## src/rtl/traffic_phase_ctrl.sv

```systemverilog
// Actuated traffic-phase sequencer: ALLRED -> GREEN -> YELLOW with demand skip, gap-out and rest-in-green.
// Optional pedestrian service (PED_REQ / WALK) is built when macro TRAFFIC_PED_EN is defined.
module traffic_phase_ctrl #(
   parameter int N_PH  = 4,
   parameter int CW    = 6,
   parameter int YEL_T = 3,
   parameter int AR_T  = 1,
   parameter int MIN_G = 5
) (
   input  logic                      CLK,
   input  logic                      RST,
   input  logic                      TICK,
   input  logic [N_PH-1:0]           DEMAND,
   input  logic [N_PH*CW-1:0]        GREEN_T,
`ifdef TRAFFIC_PED_EN
   input  logic                      PED_REQ,
   output logic                      WALK,
`endif
   output logic [$clog2(N_PH)-1:0]   PHASE,
   output logic [1:0]                STATE,
   output logic [N_PH-1:0]           GRN,
   output logic [N_PH-1:0]           YEL,
   output logic [CW-1:0]             REMAIN,
   output logic                      STEP
);

   localparam int PW = $clog2(N_PH);

   typedef enum logic [1:0] {
      ST_ALLRED = 2'b00,
      ST_GREEN  = 2'b01,
      ST_YELLOW = 2'b10
   } state_t;

   localparam logic [CW-1:0] ONE_D  = CW'(1);
   localparam logic [CW-1:0] ZERO_D = CW'(0);
   localparam logic [CW-1:0] SAT_D  = {CW{1'b1}};
   localparam logic [CW-1:0] MIN_D  = CW'(MIN_G);
   localparam logic [CW-1:0] YEL_D  = (YEL_T == 0) ? CW'(1) : CW'(YEL_T);
   localparam logic [CW-1:0] AR_D   = (AR_T == 0) ? CW'(1) : CW'(AR_T);
   localparam logic [PW-1:0] LAST_PH = PW'(N_PH - 1);
`ifdef TRAFFIC_PED_EN
   localparam logic [CW-1:0] EXT_D  = CW'(1 << (CW - 2));
`endif

   // A zero duration would never expire, so it is served as a single tick.
   function automatic logic [CW-1:0] clamp_dur(input logic [CW-1:0] d);
      logic [CW-1:0] r;
      if (d == ZERO_D) begin
         r = ONE_D;
      end else begin
         r = d;
      end
      return r;
   endfunction

   function automatic logic [N_PH-1:0] onehot(input logic [PW-1:0] idx);
      logic [N_PH-1:0] v;
      for (int i = 0; i < N_PH; i++) begin
         v[i] = (idx == PW'(i));
      end
      return v;
   endfunction

   // First demanded phase after cur (cyclic); plain cur+1 when nothing is demanded.
   function automatic logic [PW-1:0] pick_next(input logic [PW-1:0] cur,
                                               input logic [N_PH-1:0] dem);
      logic [PW-1:0] res;
      logic          found;
      int            idx;
      res   = PW'((int'(cur) + 1) % N_PH);
      found = 1'b0;
      for (int k = 1; k <= N_PH; k++) begin
         idx = (int'(cur) + k) % N_PH;
         if (!found && dem[idx]) begin
            res   = PW'(idx);
            found = 1'b1;
         end else begin
            res   = res;
            found = found;
         end
      end
      return res;
   endfunction

   state_t          state_r, state_s;
   logic [PW-1:0]   phase_r, phase_s, pick_s;
   logic [CW-1:0]   remain_r, remain_s;
   logic [CW-1:0]   elapsed_r, elapsed_s, el_inc_s;
   logic [N_PH-1:0] grn_r, grn_s, yel_r, yel_s;
   logic            step_r, step_s;
   logic            expire_s, min_ok_s, own_s, other_s, rest_s, gap_s, cut_s;
   logic [CW-1:0]   ar_load_s;
`ifdef TRAFFIC_PED_EN
   logic            ped_lat_r, ped_lat_s;
   logic            svc_r, svc_s;
   logic            walk_r, walk_s;
`endif

   // Next-state, countdown and lamp decode for the phase sequencer.
   always_comb begin
      state_s   = state_r;
      phase_s   = phase_r;
      remain_s  = remain_r;
      elapsed_s = elapsed_r;
      expire_s  = TICK && (remain_r == ONE_D);
      el_inc_s  = (elapsed_r == SAT_D) ? SAT_D : (elapsed_r + ONE_D);
      min_ok_s  = (el_inc_s >= MIN_D);
      own_s     = DEMAND[phase_r];
      other_s   = |(DEMAND & ~onehot(phase_r));
      rest_s    = own_s && !other_s;
      gap_s     = min_ok_s && !own_s && other_s;
      pick_s    = pick_next(phase_r, DEMAND);
`ifdef TRAFFIC_PED_EN
      cut_s     = ped_lat_r && min_ok_s;
      ar_load_s = ped_lat_r ? (AR_D + EXT_D) : AR_D;
`else
      cut_s     = 1'b0;
      ar_load_s = AR_D;
`endif

      case (state_r)
         ST_ALLRED: begin
            if (expire_s) begin
               state_s   = ST_GREEN;
               phase_s   = pick_s;
               remain_s  = clamp_dur(GREEN_T[int'(pick_s)*CW +: CW]);
               elapsed_s = ZERO_D;
            end else if (TICK) begin
               remain_s  = remain_r - ONE_D;
            end else begin
               remain_s  = remain_r;
            end
         end
         ST_GREEN: begin
            if (TICK) begin
               elapsed_s = el_inc_s;
               if (gap_s || cut_s || (expire_s && !rest_s)) begin
                  state_s  = ST_YELLOW;
                  remain_s = YEL_D;
               end else if (expire_s) begin
                  // Rest in green: hold at 1 so the next tick re-evaluates demand.
                  remain_s = ONE_D;
               end else begin
                  remain_s = remain_r - ONE_D;
               end
            end else begin
               elapsed_s = elapsed_r;
            end
         end
         ST_YELLOW: begin
            if (expire_s) begin
               state_s  = ST_ALLRED;
               remain_s = ar_load_s;
            end else if (TICK) begin
               remain_s = remain_r - ONE_D;
            end else begin
               remain_s = remain_r;
            end
         end
         default: begin
            state_s   = ST_ALLRED;
            phase_s   = LAST_PH;
            remain_s  = AR_D;
            elapsed_s = ZERO_D;
         end
      endcase

      if (state_s == ST_GREEN) begin
         grn_s = onehot(phase_s);
      end else begin
         grn_s = {N_PH{1'b0}};
      end
      if (state_s == ST_YELLOW) begin
         yel_s = onehot(phase_s);
      end else begin
         yel_s = {N_PH{1'b0}};
      end
      step_s = (state_s != state_r);
   end

   // Sequencer state and registered outputs.
   always_ff @(posedge CLK or posedge RST) begin
      if (RST) begin
         state_r   <= ST_ALLRED;
         phase_r   <= LAST_PH;
         remain_r  <= AR_D;
         elapsed_r <= ZERO_D;
         grn_r     <= {N_PH{1'b0}};
         yel_r     <= {N_PH{1'b0}};
         step_r    <= 1'b0;
      end else begin
         state_r   <= state_s;
         phase_r   <= phase_s;
         remain_r  <= remain_s;
         elapsed_r <= elapsed_s;
         grn_r     <= grn_s;
         yel_r     <= yel_s;
         step_r    <= step_s;
      end
   end

`ifdef TRAFFIC_PED_EN
   // Pedestrian latch, walk-service flag and WALK decode; a request coincident with clearing re-latches.
   always_comb begin
      if ((state_r == ST_YELLOW) && (state_s == ST_ALLRED)) begin
         ped_lat_s = PED_REQ;
         svc_s     = ped_lat_r;
      end else if (state_s != ST_ALLRED) begin
         ped_lat_s = ped_lat_r || PED_REQ;
         svc_s     = 1'b0;
      end else begin
         ped_lat_s = ped_lat_r || PED_REQ;
         svc_s     = svc_r;
      end
      walk_s = svc_s && (state_s == ST_ALLRED) && (remain_s <= EXT_D);
   end

   // Pedestrian registers.
   always_ff @(posedge CLK or posedge RST) begin
      if (RST) begin
         ped_lat_r <= 1'b0;
         svc_r     <= 1'b0;
         walk_r    <= 1'b0;
      end else begin
         ped_lat_r <= ped_lat_s;
         svc_r     <= svc_s;
         walk_r    <= walk_s;
      end
   end

   assign WALK = walk_r;
`endif

   assign PHASE  = phase_r;
   assign STATE  = state_r;
   assign GRN    = grn_r;
   assign YEL    = yel_r;
   assign REMAIN = remain_r;
   assign STEP   = step_r;

endmodule

```

## config.mk

```make
export PLATFORM = sky130hd
export DESIGN_NAME = traffic_phase_ctrl
export DESIGN_NICKNAME = d
export VERILOG_FILES = /design/src/rtl/traffic_phase_ctrl.sv
export SDC_FILE = /design/constraint.sdc
export NUM_CORES = 1
export LEC_CHECK = 0
export CAP_MARGIN = 25
export CORE_ASPECT_RATIO = 0.9
export CORE_MARGIN = 1
export CORE_UTILIZATION = 40
export CTS_CLUSTER_SIZE = 25
export DETAILED_ROUTE_END_ITERATION = 16
export GPL_TIMING_DRIVEN = 1
export PLACE_DENSITY = 0.74
export SETUP_SLACK_MARGIN = 0.1
export SKIP_CTS_REPAIR_TIMING = 1
export SLEW_MARGIN = 10
export SYNTH_ARGS = -nofsm -noshare
export SYNTH_HDL_FRONTEND = slang
export SYNTH_SLANG_ARGS = --single-unit
```

## constraint.sdc

```tcl
create_clock -name CLK -period 6.62 [get_ports CLK]
set_input_delay 0.993 -clock CLK [delete_from_list [all_inputs] [get_ports CLK]]
set_output_delay 0.993 -clock CLK [all_outputs]
set_load 0.01 [all_outputs]
```

Yosys cells after proc, flatten, opt, wreduce, memory -nomap -nowiden
Index checks and enable logic that the tools add are counted.
Storage, ports and cells
  bits in registers: 25
Cells by class
  $add $sub $neg: 6
  multipliers: 1
  magnitude comparators: 6
  equal/unequal tests: 15
  shifts and indexed selects: 1
  mux-type cells: 41
  bitwise logic cells: 7
  reduce and logical (&&, ||, !) cells: 26
Operators with widths (number)
  6-bit 2-to-1 mux: 10
  6-bit one-hot mux with 3 select lines: 2
  24-bit by 6-bit variable part select with 6-bit output: 1
  3-bit by 4-bit < comparator with 1-bit output (second input constant): 4
  2-bit 2-to-1 mux: 8
  2-bit equality test (second input constant): 6
  1-bit 2-to-1 mux: 12
  1-bit binary-select mux with 2-bit select: 5
  2-bit OR reduction: 5
  2-bit by 1-bit equality test with 1-bit output (second input constant): 4
  1-bit logical AND: 8
  4-bit 2-to-1 mux: 2
  6-bit by 1-bit adder with 6-bit output (second input constant): 1
  6-bit by 1-bit equality test with 1-bit output (second input constant): 1
  6-bit equality test (second input constant): 1
  6-bit by 3-bit greater-or-equal comparator with 1-bit output (second input constant): 1
  1-bit zero test: 6
  2-bit zero test: 3
  6-bit zero test: 1
  2-bit one-hot mux with 3 select lines: 1
  6-bit by 1-bit subtractor with 6-bit output (second input constant): 1
  2-bit by 1-bit adder with 2-bit output (second input constant): 2
  2-bit adder (second input constant): 2
  1-bit bitwise AND (first input constant): 4
  11 further kinds: 12

Longest topological paths before layout
Gate-level depths: netlist of the first run.
  depth after elaboration: 22
  gate-level depth with buffers: 12

Worst setup path after synthesis of the first run
OpenSTA, ideal clock, no wires.
  kind: reg2reg
  start: register phase_r[0], in the netlist PHASE[0]
  end: register remain_r[0], in the netlist REMAIN[0]
  setup time: 0.072 ns
  arrival time: 3.454 ns
  data required time: 6.548 ns
  slack: 3.095 ns
  stages on the path, launching flop included: 12
  buffers on the path: 1
  cells stage by stage: dfstp_2 buf_2 inv_1 ha_1 mux4_2 nor4b_4 a221oi_2 a21oi_4 mux4_2 nor4_1 a211oi_1 o21ai_1
On the way
  word-level cells in the longest chain between the ends: 20
  elaborated cells on any way between the ends: 53
  those cells by class: 4 x add/sub; 1 x mul; 3 x eq/ne; 1 x shift; 25 x mux; 2 x bitwise; 17 x reduce/logical
RTL lines
  start, declared: RTL line 87  | logic [PW-1:0] phase_r, phase_s, pick_s;
  start signal, assigned: RTL line 194  | phase_r <= phase_s;
  2-bit by 1-bit adder with 2-bit output: RTL line 71, 74
  1-bit binary-select mux with 2-bit select: RTL line 75  | if (!found && dem[idx]) begin
  1-bit 2-to-1 mux (not written as such) (2 in a row): RTL line 75
  1-bit 2-to-1 mux: RTL line 75
  1-bit zero test: RTL line 75
  1-bit logical AND: RTL line 75
  1-bit 2-to-1 mux: RTL line 75
  1-bit zero test: RTL line 75
  (+3 left out)
  1-bit logical AND: RTL line 75
  2-bit 2-to-1 mux: RTL line 75
  2-bit by 2-bit multiplier with 4-bit output: RTL line 127  | remain_s = clamp_dur(GREEN_T[int'(pick_s)*CW +: CW]);
  24-bit by 6-bit variable part select with 6-bit output: RTL line 127
  6-bit zero test: RTL line 49  | if (d == ZERO_D) begin
  6-bit 2-to-1 mux: RTL line 49
  6-bit 2-to-1 mux: RTL line 124  | if (expire_s) begin
  6-bit one-hot mux with 3 select lines (*): RTL line 122  | case (state_r)
  end signal, assigned: RTL line 195  | remain_r <= remain_s;
  end, declared: RTL line 88  | logic [CW-1:0] remain_r, remain_s;
Mark *: on every way between the ends. The rest lies on a longest branch, timed or not. The select of a mux whose other input is x is not followed.
A chain may end at the register's enable or synchronous reset.

Final worst setup path of the first run
  start: input DEMAND[3]
  end: register remain_r[0], in the netlist REMAIN[0]
On the way
  word-level cells in the longest chain between the ends: 19
  elaborated cells on any way between the ends: 44
  those cells by class: 1 x mul; 1 x shift; 25 x mux; 1 x bitwise; 16 x reduce/logical
RTL lines
  start, declared: RTL line 13  | input logic [N_PH-1:0] DEMAND,
  1-bit binary-select mux with 2-bit select: RTL line 75
  1-bit 2-to-1 mux (not written as such) (2 in a row): RTL line 75
  1-bit 2-to-1 mux: RTL line 75
  1-bit zero test: RTL line 75
  1-bit logical AND: RTL line 75
  1-bit 2-to-1 mux: RTL line 75
  1-bit zero test: RTL line 75
  1-bit logical AND: RTL line 75
  (+2 left out)
  1-bit logical AND: RTL line 75
  2-bit 2-to-1 mux: RTL line 75
  2-bit by 2-bit multiplier with 4-bit output: RTL line 127
  24-bit by 6-bit variable part select with 6-bit output: RTL line 127
  6-bit zero test: RTL line 49
  6-bit 2-to-1 mux: RTL line 49
  6-bit 2-to-1 mux: RTL line 124
  6-bit one-hot mux with 3 select lines (*): RTL line 122
Marks and branches as above.

==> results.json, run 1 <==
{
  "syn_area_mm2": 0.00197,
  "route.met2.wl_um": 2300,
  "final_core_util": 0.559,
  "fin_skew_ps": 6.73,
  "start_util": 0.430,
  "tightestPinTransition_ps": 762,
  "critPathLaunchType": "input port",
  "ys_top_cells_by_count": "22 x dfrtp_1, 19 x nand2_1, 19 x o21ai_0",
  "cts_buffers": 3,
  "worstSetupEndpointType": "flop",
  "ys_types": 57,
  "overflow": 0,
  "first_iter_violations": 80,
  "core_mm2": 0.00458,
  "tns_ps": 0,
  "stdcell_count": 318,
  "p_seq_frac": 0.280,
  "top_layer": "met4",
  "cp_cell_sequence": "clkdlybuf4s50_1 > mux4_2 > nor4b_4 > a221oi_2 > a21oi_4 > mux4_2 > nor4_1 > a211oi_1 > o21ai_1",
  "netlist_instances": 210,
  "cp_slowest_cell": "mux4_2",
  "synth_edf_count": 0,
  "antenna_found_initial": 0,
  "power_switching_w": 0.000387,
  "clk_pin_slew_ps": 100,
  "portBuffers": 49,
  "p_int_w": 0.000507,
  "yosysWarnings": 0,
  "placed_cells": 313,
  "setup.worst_path.class": "input port to flop",
  "path_max_fanout": 9,
  "rsz0062_at_grt": "false",
  "yosysSeqAreaShare": 0.320,
  "io_pins": 50,
  "grt_start_max_net_pins": 26,
  "track_usage": 0.204,
  "cp.required_ps": 6830,
  "dp_hpwl_um": 3650,
  "arrival_ps": 4150,
  "switching_share": 0.433,
  "grt_pass1_wl_um": 8040,
  "power_frac_comb": 0.611,
  "powerDensity_mw_per_mm2": 350,
  "synth_area_leaders": "dfrtp_1 28%, mux4_2 9.2%, ha_1 7.0%",
  "period_share": 0.595,
  "clk_latency_ps": 270,
  "p_leak_nw": 1.05,
  "dieHeight_um": 68.5,
  "status": "finished, final reports clean",
  "grt_pass1_vias": 1748,
  "row_count": 23,
  "die_area_mm2": 0.00520,
  "min_path_type": "flop to flop",
  "clockBufferDepth": 2,
  "critPathMaxStageDelay_ps": 590,
  "ys.flop_type": "dfrtp_1",
  "place_congestion": 0.900,
  "ir_drop_mv": 0.206,
  "drive_gt1_frac": 0.0938,
  "cts.htree.levels": 1,
  "syn_nets": 252,
  "die_w_um": 75.9,
  "syn2layout_area_growth_pct": 30.1,
  "num_vias": 1809,
  "drv_cap": 0,
  "firstDrtPassIters": 5,
  "finalSetupViolCount": 0,
  "yosysTopAreaCell": "dfrtp_1",
  "ant_nets": 0,
  "cts_root_buffer": "clkbuf_8",
  "clkPwrFrac": 0.109,
  "synth_top_area_frac": 0.280,
  "routedWlPerCell_um": 15.4,
  "synth_most_common_cell": "dfrtp_1",
  "wirelength_um": 4900,
  "final_max_slew_viol_count": 0,
  "period_needed_ps": 3940,
  "syn_avg_cell_area_um2": 9.36,
  "slew_headroom": 0.492,
  "vias_per_cell": 5.69,
  "fin_nets": 299,
  "cts_tree": "yes",
  "clock-sinks": 25,
  "wl_met3_um": 298,
  "path_common_cell": "mux4_2",
  "synth_seq_cells": 25,
  "synth_async_sr_flop_share": 1.00,
  "wirelength_met1_um": 2240,
  "diodes": 0,
  "hold_viol": 0,
  "drc": 0,
  "fmax_ghz": 0.254
}
## routing by layer
layer / up-vias / GRT usage
li1: 867 / -
met5: - / 0
met4: 0 / 0.0509
met2: 57 / 0.337
met3: 7 / 0.0262
met1: 878 / 0.284
## state kept, by name (all words and copies together), names as in the netlist
name       count
GRN            4
STATE          2
PHASE          2
elapsed_r      6
STEP           1
REMAIN         6
YEL            4
## through the flow
step                hold slack, ps  setup WS (ps)  area, um^2  power [W]
floorplan                      528           3090        1970   0.000625
global placement               552           2540        2490   0.000779
detailed placement             564           2430        2490   0.000791
CTS                            580           2670        2540   0.000893
global route                   621           2510        2560   0.000971
finish                         578           2680        2560   0.000894
## final timing paths
| check | end | startpoint | slack, ps | cells after the start |
|---|---|---|---|---|
| worst max-delay path | REMAIN[0]$_DFFE_PP1P_ | DEMAND[3] | 2680 | 9 |
| worst min-delay path | elapsed_r[1]$_DFFE_PP0P_ | elapsed_r[1]$_DFFE_PP0P_ | 580 | 2 |
| worst max register to register | REMAIN[0]$_DFFE_PP1P_ | PHASE[0]$_DFF_PP1_ | 2830 | 10 |
| worst min register to register | elapsed_r[1]$_DFFE_PP0P_ | elapsed_r[1]$_DFFE_PP0P_ | 580 | 2 |
| max in group asynchronous | PHASE[0]$_DFF_PP1_ | RST | 5110 | 3 |
| min in group asynchronous | STATE[1]$_DFF_PP0_ | RST | 990 | 2 |
## cells in the final DEF (no fill, tap or decap), drive strengths merged, types with 2 or more instances in the layout
cell	instances
xnor2	2
o21ai	20
nand3	2
clkdlybuf4s50	49
a22o	6
clkbuf	3
and3	3
mux2i	9
a21oi	12
ha	11
nor2b	2
mux2	2
a211oi	2
and2	2
nand2	19
dfrtp	22
mux4	8
a221oi	4
nor3	3
nor2	17
o211ai	3
o31ai	2
nand2b	5
nor4b	2
dfstp	3
buf	2
inv	16
or3	2
## final cells by class
cell class / instances / area [um^2]
clock buffers: 3 / 41.3
inverters: 15 / 56.3
clock inverters: 1 / 8.76
multi-input cells: 161 / 1230
flip-flops and latches: 25 / 629
fillers: 416 / 2020
repair buffers: 51 / 510
well taps: 62 / 77.6
## worst max-delay path: cells and delay by family
| kind | cells | cell delay, ps |
|---|---|---|
| buffers and inverters | 1 | 550 |
| AO/OA/AOI/OAI | 4 | 720 |
| multiplexers | 2 | 1150 |
| AND/OR/NAND/NOR | 2 | 730 |
## cells by family (layout without fill, tap and decap cells)
logic type	count (synthesis)	in the layout	synth area share
AND/OR/NAND/NOR	62	62	0.161
buffers and inverters	24	70	0.0522
adder cells (fa/ha/maj)	11	11	0.0700
AO/OA/AOI/OAI	66	66	0.234
multiplexers	19	19	0.149
XOR/XNOR	3	3	0.0134
flip-flops	25	25	0.320
## power groups by stage
stage               combinational, W   clock, W  sequential [W]
floorplan                   0.000374          0        0.000251
global placement            0.000524          0        0.000254
detailed placement          0.000538          0        0.000253
CTS                         0.000544  0.0000979        0.000251
global route                0.000608   0.000104        0.000259
finish                      0.000546  0.0000978        0.000250
No activity file was read; power rests on OpenSTA's default activity.
==> run 2, diff against run 1 <==
--- a/config.mk
+++ b/config.mk
@@ -12,7 +12,7 @@
 export CTS_CLUSTER_SIZE = 25
 export DETAILED_ROUTE_END_ITERATION = 16
 export GPL_TIMING_DRIVEN = 1
-export PLACE_DENSITY = 0.74
+export PLACE_DENSITY = 0.77
 export SETUP_SLACK_MARGIN = 0.1
 export SKIP_CTS_REPAIR_TIMING = 1
 export SLEW_MARGIN = 10
==> constraint.sdc (replaced) <==
create_clock -name CLK -period 3.55 [get_ports CLK]
set_input_delay 0.5325 -clock CLK [delete_from_list [all_inputs] [get_ports CLK]]
set_output_delay 0.5325 -clock CLK [all_outputs]
set_load 0.01 [all_outputs]
==> results.json, run 2 (same netlist as run 1, synthesis figures left out) <==
{
  "hold_viol": 0,
  "p_int_w": 0.00100,
  "r2r_end": "REMAIN[2]$_DFFE_PP0P_",
  "worstSetupEndpointType": "flop",
  "ff2ff_path_depth": 10,
  "row_count": 23,
  "final_cell_mix": "49 x clkdlybuf4s50_1, 22 x dfrtp_1, 19 x o21ai_0, 19 x nand2_1, 17 x nor2_1",
  "diodes": 0,
  "die_w_um": 75.9,
  "tightestPinTransition_ps": 498,
  "cts.htree.levels": 1,
  "vias_per_cell": 5.45,
  "layout_commonest_cell": "clkdlybuf4s50_1",
  "period_needed_ps": 3220,
  "timing.critical_path.buf_inv": 4,
  "powerDensity_mw_per_mm2": 643,
  "critPathLaunchType": "input port",
  "cp.required_ps": 3720,
  "dp_hpwl_um": 3730,
  "power_switching_w": 0.000726,
  "drc": 0,
  "routedWlPerCell_um": 14.8,
  "min_path_type": "input port to async pin",
  "r2r_slack_ps": 340,
  "p_seq_frac": 0.259,
  "path_max_fanout": 5,
  "dieHeight_um": 68.5,
  "fmax_ghz": 0.310,
  "crit_family": "multiplexers",
  "grt_start_max_net_pins": 26,
  "switching_share": 0.420,
  "drv_cap": 0,
  "io_pins": 50,
  "clkPwrFrac": 0.101,
  "core_mm2": 0.00458,
  "r2r_start": "PHASE[1]$_DFF_PP1_",
  "p_leak_nw": 1.13,
  "wirelength_um": 4910,
  "drive_gt1_frac": 0.145,
  "slew_headroom": 0.667,
  "overflow": 0,
  "cp_slowest_cell": "mux4_2",
  "cts_tree": "yes",
  "finish.instance_area_mm2": 0.00269,
  "placed_cells": 323,
  "cp_cell_sequence": "clkdlybuf4s50_1 > buf_4 > mux4_2 > nor4b_4 > buf_4 > a21oi_4 > buf_4 > mux4_2 > a22o_1 > a22o_1",
  "fin_nets": 312,
  "track_usage": 0.199,
  "cts_buffers": 3,
  "portBuffers": 49,
  "final_max_slew_viol_count": 0,
  "die_area_mm2": 0.00520,
  "start_util": 0.430,
  "critPathMaxStageDelay_ps": 540,
  "period_share": 0.907,
  "fin_skew_ps": 1.58,
  "arrival_ps": 3390,
  "ant_nets": 0,
  "grt_pass1_vias": 1661,
  "antenna_found_initial": 0,
  "power_frac_comb": 0.640,
  "syn2layout_area_growth_pct": 36.6,
  "rsz0062_at_grt": "false",
  "grt_pass1_wl_um": 7780,
  "firstDrtPassIters": 5,
  "clk_pin_slew_ps": 90,
  "clk_latency_ps": 280,
  "first_iter_violations": 73,
  "status": "finished, final reports clean",
  "clock-sinks": 25,
  "setup.worst_path.class": "input port to flop",
  "stdcell_count": 331,
  "place_congestion": 0.859,
  "path_common_cell": "buf_4",
  "place_area_mm2": 0.00258,
  "clockBufferDepth": 2,
  "finalSetupViolCount": 0,
  "num_vias": 1804,
  "cts_root_buffer": "clkbuf_8",
  "ir_drop_mv": 0.311
}
## run 2: worst max-delay path by stage
stage | endpoint | slack (ps) | cells past startpoint | startpoint
2_1_floorplan | REMAIN[0]$_DFFE_PP1P_ | 180 | 11 | PHASE[0]$_DFF_PP1_
3_5_place_dp | REMAIN[0]$_DFFE_PP1P_ | -30 | 9 | DEMAND[1]
6_report | REMAIN[2]$_DFFE_PP0P_ | 330 | 10 | DEMAND[3]
3_3_place_gp | REMAIN[0]$_DFFE_PP1P_ | 110 | 9 | DEMAND[1]
5_1_grt | REMAIN[0]$_DFFE_PP1P_ | 190 | 10 | PHASE[0]$_DFF_PP1_
4_1_cts | REMAIN[0]$_DFFE_PP1P_ | 150 | 9 | PHASE[0]$_DFF_PP1_
## run 2: worst register-to-register path, cell delays in order (launching register included)
cell and delay, ps:
dfstp_2 530, inv_1 110, ha_4 340, mux4_2 380, a221o_1 300, a221oi_2 310
a21oi_4 90, buf_4 160, mux4_2 450, a22o_1 240, a22o_1 190
## run 2: through the flow
stage / hold WS [ps] / TNS [ps] / total power, W / utilization / worst slack (ps)
4_1_cts: 579 / 0 / 0.00171 / 0.575 / 152
5_1_grt: 485 / 0 / 0.00188 / 0.587 / 186
2_1_floorplan: 528 / 0 / 0.00117 / - / 178
3_3_place_gp: 552 / 0 / 0.00151 / 0.564 / 113
6_report: 476 / 0 / 0.00173 / 0.587 / 329
3_5_place_dp: 558 / -32.6 / 0.00153 / 0.564 / -32.6
## run 2: cell type report
class,instances,area (um^2)
clock buffer,3,41.3
clock inverter,1,5.00
fill,392,1890
inverter,15,56.3
multi-input combinational,161,1250
sequential,25,629
tap,62,77.6
timing repair buffer,64,623
## run 2: layer usage
metal  GRT usage  routed length [um]  vias to the layer above
met5           0                   0                        -
met4      0.0741                  71                        0
met3      0.0174                 235                        7
met2       0.326                2350                       50
met1       0.275                2250                      855
li1            -                   -                      892
## run 2: power groups by stage
stage	Combinational, W	Sequential, W	Clock, W
6_report	0.00111	0.000448	0.000174
5_1_grt	0.00123	0.000463	0.000189
4_1_cts	0.00108	0.000451	0.000178
3_5_place_dp	0.00107	0.000456	0
3_3_place_gp	0.00105	0.000457	0
2_1_floorplan	0.000705	0.000469	0
